`config.mk`:
```
export PLATFORM = sky130hd
export DESIGN_NAME = weight_loader
export DESIGN_NICKNAME = d
export VERILOG_FILES = /design/src/rtl/weight_loader.sv
export SDC_FILE = /design/constraint.sdc
export NUM_CORES = 1
export LEC_CHECK = 0
export ABC_AREA = 1
export CAP_MARGIN = 20
export CORE_MARGIN = 2
export CORE_UTILIZATION = 45
export CTS_CLUSTER_SIZE = 12
export DETAILED_ROUTE_END_ITERATION = 10
export HOLD_SLACK_MARGIN = 0.03
export PLACE_DENSITY = 0.79
export RECOVER_POWER = 100
export SLEW_MARGIN = 20
export SYNTH_ARGS = -nofsm -noshare
export SYNTH_HDL_FRONTEND = slang
export SYNTH_SLANG_ARGS = --single-unit
```
`constraint.sdc`:
```
create_clock -name clk -period 1.8 [get_ports clk]
set_input_delay 0.36 -clock clk [delete_from_list [all_inputs] [get_ports clk]]
set_output_delay 0.36 -clock clk [all_outputs]
set_load 0.03 [all_outputs]
```
`src/rtl/weight_loader.sv`:
```
// Packet-driven loader that routes a header-selected stream of weight words into
// per-neuron memories and tracks which neurons hold a complete weight set.
module weight_loader #(
  parameter int numWeight    = 10,
  parameter int numNeuron    = 4,
  parameter int dataWidth    = 16,
  parameter int addressWidth = $clog2(numWeight),
  parameter int neuronWidth  = $clog2(numNeuron)
) (
  input  logic                    clk,
  input  logic                    rst,
  input  logic                    s_valid,
  input  logic [dataWidth-1:0]    s_data,
  input  logic                    s_last,
  output logic                    s_ready,
  output logic                    wen,
  output logic [neuronWidth-1:0]  w_sel,
  output logic [addressWidth-1:0] wadd,
  output logic [dataWidth-1:0]    win,
  output logic                    done,
  output logic                    err,
  output logic [numNeuron-1:0]    loaded_mask,
  output logic                    all_loaded,
  input  logic                    clr_mask
);

  typedef enum logic [1:0] {IDLE = 2'd0, LOAD = 2'd1, FIN = 2'd2} state_t;

  localparam logic [addressWidth-1:0] LAST_ADDR    = addressWidth'(numWeight - 1);
  localparam logic [dataWidth-1:0]    NEURON_LIMIT = dataWidth'(numNeuron);

  state_t                  state_q, state_d;
  logic [addressWidth-1:0] cnt_q, cnt_d;
  logic [neuronWidth-1:0]  sel_q, sel_d;
  logic                    wen_q, wen_d;
  logic [addressWidth-1:0] wadd_q, wadd_d;
  logic [dataWidth-1:0]    win_q, win_d;
  logic                    done_q, done_d;
  logic                    err_q, err_d;
  logic [numNeuron-1:0]    mask_q, mask_d;
  logic                    accept_s;

  assign s_ready  = (state_q != FIN);
  assign accept_s = s_valid & s_ready;

  always_comb begin
    state_d = state_q;
    cnt_d   = cnt_q;
    sel_d   = sel_q;
    wen_d   = 1'b0;
    wadd_d  = wadd_q;
    win_d   = win_q;
    done_d  = 1'b0;
    err_d   = 1'b0;
    mask_d  = mask_q;
    case (state_q)
      IDLE: begin
        // The full header word is range-checked so stray upper bits are rejected too.
        if (accept_s) begin
          if (s_last || (s_data >= NEURON_LIMIT)) begin
            err_d = 1'b1;
          end else begin
            sel_d   = s_data[neuronWidth-1:0];
            cnt_d   = '0;
            state_d = LOAD;
          end
        end else begin
          state_d = IDLE;
        end
      end
      LOAD: begin
        if (accept_s) begin
          wen_d  = 1'b1;
          wadd_d = cnt_q;
          win_d  = s_data;
          if ((cnt_q == LAST_ADDR) && s_last) begin
            state_d        = FIN;
            done_d         = 1'b1;
            mask_d[sel_q]  = 1'b1;
          end else if ((cnt_q == LAST_ADDR) || s_last) begin
            state_d = IDLE;
            err_d   = 1'b1;
          end else begin
            cnt_d = cnt_q + 1'b1;
          end
        end else begin
          state_d = LOAD;
        end
      end
      FIN:     state_d = IDLE;
      default: state_d = IDLE;
    endcase
    if (clr_mask) begin
      mask_d = '0;
    end else begin
      mask_d = mask_d;
    end
  end

  always_ff @(posedge clk or posedge rst) begin
    if (rst) begin
      state_q <= IDLE;
      cnt_q   <= '0;
      sel_q   <= '0;
      wen_q   <= 1'b0;
      wadd_q  <= '0;
      win_q   <= '0;
      done_q  <= 1'b0;
      err_q   <= 1'b0;
      mask_q  <= '0;
    end else begin
      state_q <= state_d;
      cnt_q   <= cnt_d;
      sel_q   <= sel_d;
      wen_q   <= wen_d;
      wadd_q  <= wadd_d;
      win_q   <= win_d;
      done_q  <= done_d;
      err_q   <= err_d;
      mask_q  <= mask_d;
    end
  end

  assign wen         = wen_q;
  assign w_sel       = sel_q;
  assign wadd        = wadd_q;
  assign win         = win_q;
  assign done        = done_q;
  assign err         = err_q;
  assign loaded_mask = mask_q;
  assign all_loaded  = &mask_q;

endmodule

```
==> flow_summary.json <==
{
  "worstSetupStartpointType": "flip-flop",
  "clock_insertion_delay_worst_skew_ns": 0.35,
  "async_reset_ff_share_pct": 100,
  "synth_top_family_by_area": "simple AND/OR/NAND/NOR gates",
  "numClockSinks": 35,
  "rrSetupSlack_ns": 0.17,
  "synth_xor_area_share_pct": 0,
  "required_ns": 1.44,
  "numPlacedInstances": 286,
  "start_util_pct": 46.8,
  "worstMarginPinSlew_ns": 0.852,
  "grt_pass1_vias": 1342,
  "synth_seq_cells": 35,
  "fillers": 302,
  "drtIter0Drc": 81,
  "cts_root_buf": "clkbuf_4",
  "place_ws_ns": 0.0530,
  "viasPerCell": 4.65,
  "ys_seq_area_share_pct": 56.1,
  "synth_cell_types": 19,
  "fin_nets": 273,
  "synthSimpleGateAreaFrac_pct": 29.7,
  "max-cap-violations": 0,
  "die_y_microns": 62.9,
  "worstPathCellList": "clkdlybuf4s50_1",
  "synthTopCellsByArea": "dfrtp_1, nand2_1, nor2_1, inv_1, ha_1",
  "row_count": 21,
  "slew_headroom_pct": 43.2,
  "switchingPower_uw": 787,
  "critical_path_peak_fanout": 2,
  "ys.flop_type": "dfrtp_1",
  "finalHoldViolCount": 0,
  "io_pins": 52,
  "p_clk_share_pct": 26.0,
  "synth-adder-area-share_pct": 3.21,
  "grt_max_degree": 36,
  "antenna_found_initial": 0,
  "setup_viol": 0,
  "min_path_type": "flip-flop to flip-flop",
  "wl_mm": 3.56,
  "syn_area_sq_um": 1560,
  "r2r_cells": 11,
  "synth_top_area_share_pct": 56.1,
  "clk_pin_slew_ns": 0.11,
  "outcome": "finished, final reports clean",
  "syn-mean-instance-area_sq_um": 8.34,
  "drc": 0,
  "cp_slowest_cell": "clkdlybuf4s50_1",
  "synth_edf_count": 0,
  "syn_nets": 212,
  "ys_warn_count": 0,
  "vias": 1373,
  "slew_viol_final": 0,
  "cts_max_path_buffers": 2,
  "synth_top_area_cell": "dfrtp_1",
  "fin_crit_sh_pct": 97.0,
  "core-area_sq_um": 3340,
  "p_leak_nw": 1.11,
  "synthMuxAreaShare_pct": 0,
  "cts_htree_levels": 2,
  "grt_overflow": 0,
  "arrival_ns": 1.39,
  "antennaDiodeCount": 0,
  "max_freq_ghz": 0.573,
  "path_buf_inv": 1,
  "hold_buffers": 0,
  "combPwrFrac_pct": 30.6,
  "synthCells": 187,
  "rr_endpoint": "cnt_q[3]",
  "critical_path_class": "flip-flop to primary output",
  "finalWorstSetupSlack_ns": 0.0533,
  "yosysMostFrequentCell": "nand2_1",
  "dp_hpwl_mm": 2.54,
  "wl_per_cell_microns": 12.1,
  "path_depth": 1,
  "gp_congestion": 0.744,
  "cellInternalPower_mw": 1.49,
  "p_per_area_nw_per_um2": 1070,
  "place.port_buffers": 51,
  "cts_tree": "done",
  "seqPwrFrac_pct": 43.4,
  "synth_compound_area_share_pct": 4.81,
  "ant_nets": 0,
  "drive_above_1_share_pct": 8.43,
  "fin_crit_ns": 1.75,
  "p_sw_share_pct": 34.5,
  "grt_usage_pct": 20.1,
  "synthTopCellsByCount": "nand2_1, dfrtp_1, nor2_1",
  "slowest_delay_ns": 0.67,
  "vdd_drop_max_v": 0.000510,
  "grt_pass1_wl_mm": 6.11,
  "crit_family": "buffers and inverters",
  "fp.dieW_microns": 62.9,
  "stdcell_count": 295,
  "fin_worst_skew_ns": 0.0119,
  "die_area_sq_um": 3950,
  "first_pass_iters": 4,
  "areaGrowthSynthToFinish_pct": 37.1,
  "hold_slack_ns": 0.477,
  "end_kind": "primary output",
  "cts_buffers": 5,
  "endpoint": "wadd[2]",
  "crit_path_start": "wadd[2]",
  "reg2reg_from": "cnt_q[1]"
}
[cell type report]
type	instances	area, sq um	area share [%]
well taps	46	57.6	2.69
repair buffers	58	474	22.2
inverters	17	63.8	2.98
multi-input cells	131	581	27.1
flip-flops and latches	35	877	41.0
clock buffers	6	51.3	2.40
clock inverters	2	35.0	1.64
[flip-flops by register name, summed over array words and instances, names as in the netlist]
signal	count
win	16
loaded_mask	4
state_q	2
cnt_q	4
done	1
w_sel	2
wen	1
err	1
wadd	4
[per-stage QoR]
step	TNS, ns	power (mW)	util [%]	instance area [sq um]
finish	0	2.28	64.1	2140
floorplan	0	1.43	-	1560
CTS	0	2.37	66.6	2220
detailed placement	0	1.77	64.2	2140
global route	-0.0112	2.42	64.1	2140
global placement	0	1.75	64.2	2140
[layer usage]
metal	global-route usage [%]	vias up	wire, microns
met3	7.39	10	224
met5	0	-	0
li1	-	700	-
met4	9.44	0	78
met2	30.5	41	1610
met1	25.6	622	1650
[cells in the final DEF (no fill, tap or decap), types with 2 or more instances in the layout]
| master | count |
|---|---|
| clkbuf_4 | 5 |
| nand4_1 | 2 |
| ha_1 | 4 |
| clkbuf_2 | 2 |
| nand2_1 | 77 |
| a41oi_1 | 2 |
| nor2_1 | 24 |
| nand2_2 | 2 |
| clkbuf_1 | 13 |
| dfrtp_1 | 34 |
| buf_4 | 5 |
| a21oi_1 | 3 |
| inv_1 | 15 |
| o21ai_0 | 5 |
| dlygate4sd3_1 | 2 |
| dlygate4sd2_1 | 4 |
| inv_2 | 2 |
| clkdlybuf4s50_1 | 31 |
| nand3_1 | 9 |
[cell families after synthesis]
group | count (synthesis)
adder cells (fa/ha/maj) | 4
AND/OR/NAND/NOR | 115
flip-flops | 35
AO/OA/AOI/OAI | 12
buffers and inverters | 21
[power groups by stage]
stage	Sequential [mW]	Clock [mW]	Combinational [mW]
after floorplan	1.22	0	0.207
after CTS	0.988	0.608	0.771
after detailed placement	1.00	0	0.769
after global placement	0.999	0	0.755
final	0.990	0.592	0.697
after global routing	1.01	0.649	0.761
[how the worst min path moves through the flow]
stage,startpoint,to,slack (ns),cells past startpoint
floorplan,clr_mask,loaded_mask[0],0.43,1
detailed placement,win[4],win[4],0.46,2
CTS,rst,win[2],0.40,3
global route,win[8],win[8],0.51,2
global placement,win[5],win[5],0.45,2
finish,win[4],win[4],0.48,2
[what timing repair did]
action,in CTS,in global routing
resized for setup,4,15
setup endpoints to repair,4,19
buffers inserted,0,1
(Power assumes the default switching activity.)
